**config.mk**
```make
export PLATFORM = sky130hd
export DESIGN_NAME = config_shift_receiver_flat
export DESIGN_NICKNAME = d
export VERILOG_FILES = /design/src/rtl/config_shift_if.sv /design/src/rtl/config_shift_receiver.sv /design/src/flat_wrapper.sv
export SDC_FILE = /design/constraint.sdc
export NUM_CORES = 1
export LEC_CHECK = 0
export CAP_MARGIN = 5
export CORE_MARGIN = 10
export CORE_UTILIZATION = 53
export DETAILED_ROUTE_END_ITERATION = 12
export HOLD_SLACK_MARGIN = 0.1
export PLACE_DENSITY = 0.75
export SYNTH_ARGS = -nofsm -noshare
export SYNTH_HDL_FRONTEND = slang
export SYNTH_SLANG_ARGS = --single-unit
```
**constraint.sdc**
```tcl
create_clock -name clk -period 2.1 [get_ports clk]
set_input_delay 0.42 -clock clk [delete_from_list [all_inputs] [get_ports clk]]
set_output_delay 0.42 -clock clk [all_outputs]
set_load 0.02 [all_outputs]
```
**src/rtl/config_shift_if.sv**
```systemverilog
// Configuration link bundle: the 3-wire serial side from the sequencer and
// the committed parallel word plus status going to the render core.
interface config_shift_if #(
  parameter int WIDTH = 33
);
  logic             cfg_enable;
  logic             cfg_data;
  logic             cfg_sclk;
  logic [WIDTH-1:0] config_word;
  logic             config_valid;
  logic             busy;
  logic             frame_error;
  logic [5:0]       bit_count;

  modport master (
    output cfg_enable, cfg_data, cfg_sclk,
    input  config_word, config_valid, busy, frame_error, bit_count
  );

  modport slave (
    input  cfg_enable, cfg_data, cfg_sclk,
    output config_word, config_valid, busy, frame_error, bit_count
  );
endinterface

```
**src/rtl/config_shift_receiver.sv**
```systemverilog
// Receives an LSB-first serial configuration frame on a slow shift clock and
// commits it atomically to a parallel register, flagging short and overrun frames.
module config_shift_receiver #(
  parameter int               WIDTH       = 33,
  parameter int               SYNC_STAGES = 2,
  parameter logic [WIDTH-1:0] RESET_VALUE = '0
) (
  input logic           clk,
  input logic           reset,
  config_shift_if.slave bus
);

  typedef enum logic [1:0] {IDLE, RECV, DONE} state_t;

  localparam logic [5:0] LAST = 6'(WIDTH - 1);

  logic [SYNC_STAGES-1:0] en_sync, d_sync, sclk_sync, fill;
  logic                   en_p, sclk_p;
  logic                   en_s, d_s, sclk_s;
  logic                   sclk_rise, en_rise, en_fall;
  logic [WIDTH-1:0]       shreg, shreg_next;
  state_t                 state;

  assign en_s       = en_sync[SYNC_STAGES-1];
  assign d_s        = d_sync[SYNC_STAGES-1];
  assign sclk_s     = sclk_sync[SYNC_STAGES-1];
  assign sclk_rise  = sclk_s & ~sclk_p;
  assign en_rise    = en_s & ~en_p;
  assign en_fall    = ~en_s & en_p;
  assign shreg_next = {d_s, shreg[WIDTH-1:1]};

  // Synchronizer flops reset to 0, so the delayed copies are held high until
  // the chain carries real samples; a line held high through reset must not
  // look like a fresh rising edge.
  always_ff @(posedge clk) begin
    if (reset) begin
      en_sync   <= '0;
      d_sync    <= '0;
      sclk_sync <= '0;
      fill      <= '0;
      en_p      <= 1'b1;
      sclk_p    <= 1'b1;
    end else begin
      en_sync   <= {en_sync[SYNC_STAGES-2:0], bus.cfg_enable};
      d_sync    <= {d_sync[SYNC_STAGES-2:0], bus.cfg_data};
      sclk_sync <= {sclk_sync[SYNC_STAGES-2:0], bus.cfg_sclk};
      fill      <= {fill[SYNC_STAGES-2:0], 1'b1};
      en_p      <= fill[SYNC_STAGES-1] ? en_s : 1'b1;
      sclk_p    <= fill[SYNC_STAGES-1] ? sclk_s : 1'b1;
    end
  end

  // Shift register holds data only; every committed frame overwrites it fully.
  always_ff @(posedge clk) begin
    if (state == RECV && !en_fall && sclk_rise) begin
      shreg <= shreg_next;
    end
  end

  always_ff @(posedge clk) begin
    if (reset) begin
      state            <= IDLE;
      bus.config_word  <= RESET_VALUE;
      bus.config_valid <= 1'b0;
      bus.busy         <= 1'b0;
      bus.frame_error  <= 1'b0;
      bus.bit_count    <= '0;
    end else begin
      bus.config_valid <= 1'b0;
      case (state)
        IDLE: begin
          if (en_rise) begin
            state           <= RECV;
            bus.busy        <= 1'b1;
            bus.bit_count   <= '0;
            bus.frame_error <= 1'b0;
          end
        end
        RECV: begin
          if (en_fall) begin
            state           <= IDLE;
            bus.busy        <= 1'b0;
            bus.frame_error <= 1'b1;
          end else if (sclk_rise) begin
            bus.bit_count <= bus.bit_count + 6'd1;
            if (bus.bit_count == LAST) begin
              state            <= DONE;
              bus.busy         <= 1'b0;
              bus.config_word  <= shreg_next;
              bus.config_valid <= 1'b1;
            end
          end
        end
        DONE: begin
          if (en_fall) begin
            state <= IDLE;
          end else if (sclk_rise) begin
            bus.frame_error <= 1'b1;
          end
        end
        default: begin
          state    <= IDLE;
          bus.busy <= 1'b0;
        end
      endcase
    end
  end

endmodule

```
**src/flat_wrapper.sv**
```systemverilog
// flat-port wrapper written by rule: the top's interface ports become plain ports
module config_shift_receiver_flat 
#(
  parameter int               WIDTH       = 33,
  parameter int               SYNC_STAGES = 2,
  parameter logic [WIDTH-1:0] RESET_VALUE = '0
)
  (clk, reset, bus_cfg_enable, bus_cfg_data, bus_cfg_sclk, bus_config_word, bus_config_valid, bus_busy, bus_frame_error, bus_bit_count);
  config_shift_if #(.WIDTH(WIDTH)) bus_i ();
  input logic clk;
  input logic reset;
  input wire logic [$bits(bus_i.cfg_enable)-1:0] bus_cfg_enable;
  input wire logic [$bits(bus_i.cfg_data)-1:0] bus_cfg_data;
  input wire logic [$bits(bus_i.cfg_sclk)-1:0] bus_cfg_sclk;
  output wire logic [$bits(bus_i.config_word)-1:0] bus_config_word;
  output wire logic [$bits(bus_i.config_valid)-1:0] bus_config_valid;
  output wire logic [$bits(bus_i.busy)-1:0] bus_busy;
  output wire logic [$bits(bus_i.frame_error)-1:0] bus_frame_error;
  output wire logic [$bits(bus_i.bit_count)-1:0] bus_bit_count;
  assign bus_i.cfg_enable = bus_cfg_enable;
  assign bus_i.cfg_data = bus_cfg_data;
  assign bus_i.cfg_sclk = bus_cfg_sclk;
  assign bus_config_word = bus_i.config_word;
  assign bus_config_valid = bus_i.config_valid;
  assign bus_busy = bus_i.busy;
  assign bus_frame_error = bus_i.frame_error;
  assign bus_bit_count = bus_i.bit_count;
  config_shift_receiver #(.WIDTH(WIDTH), .SYNC_STAGES(SYNC_STAGES), .RESET_VALUE(RESET_VALUE)) u_core (.clk(clk), .reset(reset), .bus(bus_i));
endmodule
```
# --- Word level (Yosys, flattened, before mapping) ---
# Index checks and enable logic that the tools add are counted.
word_totals:
  reg_bits: 87
  inputBits: 5
  out_inout_bits: 42
  word_cells: 73
classes:
  addsub: 1
  eq_ne: 12
  n_mux: 22
  bitwise: 11
  reduce_logical: 13
op_table:
  columns: ["operator", "n"]
  rows:
  - ["$mux W6", 3]
  - ["$reduce_and A4 Y1", 4]
  - ["$pmux W6 S2", 1]
  - ["$mux W1", 10]
  - ["$mux W2", 5]
  - ["$ne A2 B1 Y1 const B", 5]
  - ["$not A1 Y1", 8]
  - ["$add A6 B1 Y6 const B", 1]
  - ["$eq A6 B6 Y1 const B", 1]
  - ["$pmux W1 S3", 2]
  - ["$pmux W2 S3", 1]
  - ["$reduce_and A5 Y1", 1]
  - ["$ne A2 B2 Y1 const B", 2]
  - ["$reduce_or A4 Y1", 1]
  - ["$and A1 B1 Y1", 3]
  - ["$ne A3 B1 Y1 const B", 1]
  - ["$ne A3 B2 Y1 const B", 1]
  - ["$reduce_bool A3 Y1", 1]
  - ["$eq A2 B1 Y1 const B", 1]
  - ["$eq A2 B2 Y1 const B", 1]
  - ["$logic_and A1 B1 Y1", 2]
  - ["$logic_not A2 Y1", 1]
  - ["$reduce_bool A2 Y1", 1]
  - ["$reduce_or A2 Y1", 1]
  - ["$logic_not A1 Y1", 1]

# --- Depth between registers and ports, before layout ---
logic_depth:
  ltp_word: 5
  ltp_mapped: 8
  mapped_depth_nobuf: 6

# --- Worst setup path after synthesis ---
# OpenSTA, ideal clock, no wires.
synth_path:
  kind: "register -> register"
  from: "register u_core.state[1]"
  to: "register u_core.shreg[10] (enable)"
  setup_time_ps: 393
  arrival_ps: 1512
  required_time_ps: 1707
  slack_ps: 195
  stages_incl_launch_ff: 4
  n_path_buf: 0
  path_cell_list: "dfxtp_1 -> inv_1 -> ha_1 -> and3_1"
synth_between:
  elab_chain_len: 3
synth_lines:
  columns: ["item", "line", "source"]
  rows:
  - ["start: declaration", "config_shift_receiver.sv:22", "state_t state;"]
  - ["start signal: assignment", "config_shift_receiver.sv:62", "state <= IDLE;"]
  - ["start signal: assignment", "config_shift_receiver.sv:73", "state <= RECV;"]
  - ["start signal: assignment", "config_shift_receiver.sv:81", "state <= IDLE;"]
  - ["$eq A2 B1 Y1", "config_shift_receiver.sv:55", "if (state == RECV && !en_fall && sclk_rise) begin"]
  - ["$logic_and A1 B1 Y1 (2 in a row)", "config_shift_receiver.sv:55", null]
  - ["end signal: assignment", "config_shift_receiver.sv:56", "shreg <= shreg_next;"]
  - ["end: declaration", "config_shift_receiver.sv:21", "logic [WIDTH-1:0] shreg, shreg_next;"]
# No other way between the ends.
# A chain may end at the register's enable or synchronous reset.

# --- Worst setup path in the final report ---
layout_path:
  from: "register u_core.bus.bit_count[2]"
  to: "output bus_bit_count[2]"
layout_rtl:
  columns: ["item", "line", "source"]
  rows:
  - ["start: declaration", "config_shift_if.sv:22", "output config_word, config_valid, busy, frame_error, bit_count"]
  - ["start signal: assignment", "config_shift_receiver.sv:85", "bus.bit_count <= bus.bit_count + 6'd1;"]
  - ["end: declaration", "flat_wrapper.sv:19", "output wire logic [$bits(bus_i.bit_count)-1:0] bus_bit_count;"]
# No word-level cell between the ends.

==> insert_results.sql <==
INSERT INTO impl_metrics (metric_group, metric, value, unit) VALUES
('run_status', 'status', 'complete, no violations', ''),
('worst_setup_path', 'critical_path.endpoint_type', 'output pin', ''),
('cells_and_area', 'final_common_cell', 'sky130_fd_sc_hd__nand2_1', ''),
('synthesis', 'synth-async-reset-ratio', '0', '%'),
('timing', 'final_report_setup_violation_count', '0', ''),
('cts', 'cts_max_path_buffers', '2', ''),
('floorplanning', 'start_util', '55.8', '%'),
('cts', 'clk_pin_slew', '80', 'ps'),
('worst_setup_path', 'critical_path_cell_by_cell', 'clkdlybuf4s50_1', ''),
('worst_setup_path', 'cpLargestDelayFamily', 'buffers and inverters', ''),
('cells_and_area', 'filler_cell_count', '438', ''),
('timing', 'finalMaxSlewViolations', '0', ''),
('cts', 'clock_sinks', '86', ''),
('place', 'dpl.hpwl', '4110', 'um'),
('grt', 'antenna_found_initial', '0', ''),
('grt', 'grt_pass1_vias', '2088', ''),
('synthesis', 'post_synth_edffs', '32', ''),
('pwr', 'p_total', '3120', 'uW'),
('cells_and_area', 'layout.cells.non_filler', '416', ''),
('worst_setup_path', 'path_buf_inv', '1', ''),
('cts', 'clk_latency', '350', 'ps'),
('cells_and_area', 'post_route_cells_drive_above_1_share', '6.69', '%'),
('timing', 'maxSlewHeadroom', '62.3', '%'),
('routing', 'detailed_routing_iterations_pass_1', '4', ''),
('timing', 'layout_setup_ws', '140', 'ps'),
('timing', 'tns', '0', 'ps'),
('place', 'place.port_buffers', '46', ''),
('pwr', 'vdd_drop_max', '0.000442', 'V'),
('synthesis', 'syn_inst', '290', ''),
('synthesis', 'yosysUniqueCellTypes', '37', ''),
('worst_setup_path', 'max_stage_delay', '670', 'ps'),
('worst_setup_path', 'required', '1680', 'ps'),
('place', 'placement.setup.worst_slack', '289', 'ps'),
('worst_setup_path', 'critical_path_class', 'flop to output pin', ''),
('pwr', 'p_int', '2460', 'uW'),
('cts', 'post_cts_buffers', '0', ''),
('synthesis', 'postSynthRegisterBits', '86', ''),
('cells_and_area', 'most-common-layout-cells', '79 x sky130_fd_sc_hd__nand2_1, 54 x sky130_fd_sc_hd__dfxtp_1, 45 x sky130_fd_sc_hd__clkdlybuf4s50_1, 39 x sky130_fd_sc_hd__a21oi_1, 32 x sky130_fd_sc_hd__edfxtp_1', ''),
('place', 'globalplace.congestion', '0.814', ''),
('pwr', 'share_clk_of_total_power', '40.0', '%'),
('cts', 'clock_tree.root_cell', 'sky130_fd_sc_hd__clkbuf_8', ''),
('grt', 'grt_start_max_net_pins', '34', ''),
('synthesis', 'synthesis.yosys.warnings', '0', ''),
('pwr', 'powerDensity', '801', 'nW/um2'),
('routing', 'finalWirelength', '6110', 'um'),
('timing', 'timing_worst_slew_pin_value', '565', 'ps'),
('grt', 'grt.overflow.total', '0', ''),
('cts', 'tritoncts', 'yes', ''),
('routing', 'initialDrtViolationCount', '136', ''),
('routing', 'avgViaCountPerCell', '5.22', ''),
('grt', 'global_route_wire_length_before_repair', '10200', 'um'),
('worst_hold_path', 'min_path_type', 'flop to flop', ''),
('floorplanning', 'dieArea', '9380', 'um2'),
('timing', 'fmax', '510', 'MHz'),
('floorplanning', 'die_x', '96.9', 'um'),
('floorplanning', 'coreArea', '5610', 'um2'),
('cts', 'cts-buffers-inserted', '9', ''),
('timing', 'whs', '430', 'ps'),
('timing', 'period_needed', '1960', 'ps'),
('routing', 'final_antenna_net_count', '0', ''),
('timing', 'worst_clock_skew', '6.59', 'ps'),
('floorplanning', 'rows', '27', ''),
('pwr', 'net-switching-power', '660', 'uW'),
('run', 'cap_viol_max_count', '0', ''),
('timing', 'report.final.hold_viol_count', '0', ''),
('cts', 'cts-resized-gates', '0', ''),
('cells_and_area', 'antenna_cells', '0', ''),
('pwr', 'switching_fraction_of_total_power', '21.1', '%'),
('synthesis', 'syn_avg_cell_area', '10.8', 'um2'),
('cts', 'cts-hold-fix-buffers', '0', ''),
('synthesis', 'postSynthNetCount', '301', '');
==> worst paths after layout <==
check	startpoint	to	slack, ps	cells after the start
max	u_core.bus.bit_count[2]	bus_bit_count[2]	140	1
min	u_core.fill[1]	u_core.en_p	430	1
max reg2reg	u_core.state[1]	u_core.bus.bit_count[2]	270	6
min reg2reg	u_core.fill[1]	u_core.en_p	430	1
==> layout make-up <==
cell class | instances | area share (%)
Tap cell | 72 | 2.32
Clock inverter | 5 | 2.12
Sequential cell | 86 | 52.5
Clock buffer | 11 | 3.38
Timing Repair Buffer | 52 | 13.8
Inverter | 7 | 0.675
Multi-Input combinational cell | 183 | 25.2
==> cell usage after synthesis (2+ instances only) <==
cell type | n | area, um2
sky130_fd_sc_hd__nor2_1 | 6 | 22.5
sky130_fd_sc_hd__a21oi_1 | 39 | 195
sky130_fd_sc_hd__nand2b_1 | 3 | 18.8
sky130_fd_sc_hd__inv_1 | 6 | 22.5
sky130_fd_sc_hd__nand4_1 | 2 | 12.5
sky130_fd_sc_hd__o2111ai_1 | 2 | 17.5
sky130_fd_sc_hd__a211oi_1 | 2 | 15.0
sky130_fd_sc_hd__ha_1 | 6 | 75.1
sky130_fd_sc_hd__and3_1 | 2 | 12.5
sky130_fd_sc_hd__nor2b_1 | 8 | 50.1
sky130_fd_sc_hd__mux2i_1 | 6 | 60.1
sky130_fd_sc_hd__buf_6 | 3 | 33.8
sky130_fd_sc_hd__or3_1 | 4 | 25.0
sky130_fd_sc_hd__edfxtp_1 | 32 | 961
sky130_fd_sc_hd__nand2_1 | 79 | 297
sky130_fd_sc_hd__dfxtp_1 | 54 | 1080
sky130_fd_sc_hd__and3b_1 | 2 | 17.5
sky130_fd_sc_hd__nand3b_1 | 2 | 15.0
sky130_fd_sc_hd__nand3_1 | 6 | 30.0
sky130_fd_sc_hd__and4_1 | 2 | 17.5
sky130_fd_sc_hd__clkbuf_1 | 7 | 26.3
sky130_fd_sc_hd__o31ai_1 | 2 | 15.0
==> power groups by stage <==
| stage | Sequential, uW | Clock (uW) | Combinational (uW) |
|---|---|---|---|
| 2_1_floorplan | 1780 | 0 | 96.4 |
| 3_3_place_gp | 1780 | 0 | 127 |
| 3_5_place_dp | 1780 | 0 | 131 |
| 4_1_cts | 1740 | 1270 | 132 |
| 5_1_grt | 1740 | 1330 | 145 |
| 6_report | 1740 | 1250 | 131 |
==> flip-flops by register name (all words and copies together) (netlist names), 2 cells and up <==
signal                  count
u_core.bus.bit_count        6
u_core.shreg               32
u_core.sclk_sync            2
u_core.fill                 2
u_core.bus.config_word     33
u_core.state                2
u_core.en_sync              2
u_core.d_sync               2
==> metrics by stage <==
stage                     util (%)  area (um2)
after CTS                     69.4        3890
final                         69.4        3890
after floorplan                  -        3130
after detailed placement      65.6        3680
after global routing          69.4        3890
after global placement        65.6        3680
==> routing by layer <==
metal | vias to the layer above | track usage [%] | wire length (um)
met1 | 1016 | 15.5 | 2810
met3 | 13 | 4.26 | 335
met5 | - | 0 | 0
li1 | 1091 | - | -
met4 | 0 | 6.88 | 112
met2 | 51 | 19.9 | 2860
==> kinds of logic after synthesis <==
| kind of cell | Yosys count | synth area share [%] |
|---|---|---|
| and+or+nand+nor | 122 | 18.2 |
| muxes | 6 | 1.92 |
| AOI/OAI and AO/OA | 49 | 8.79 |
| adders and majority gates | 6 | 2.40 |
| buffers and inverters | 21 | 3.44 |
| DFF | 86 | 65.2 |
No activity file was read; power rests on OpenSTA's default activity.
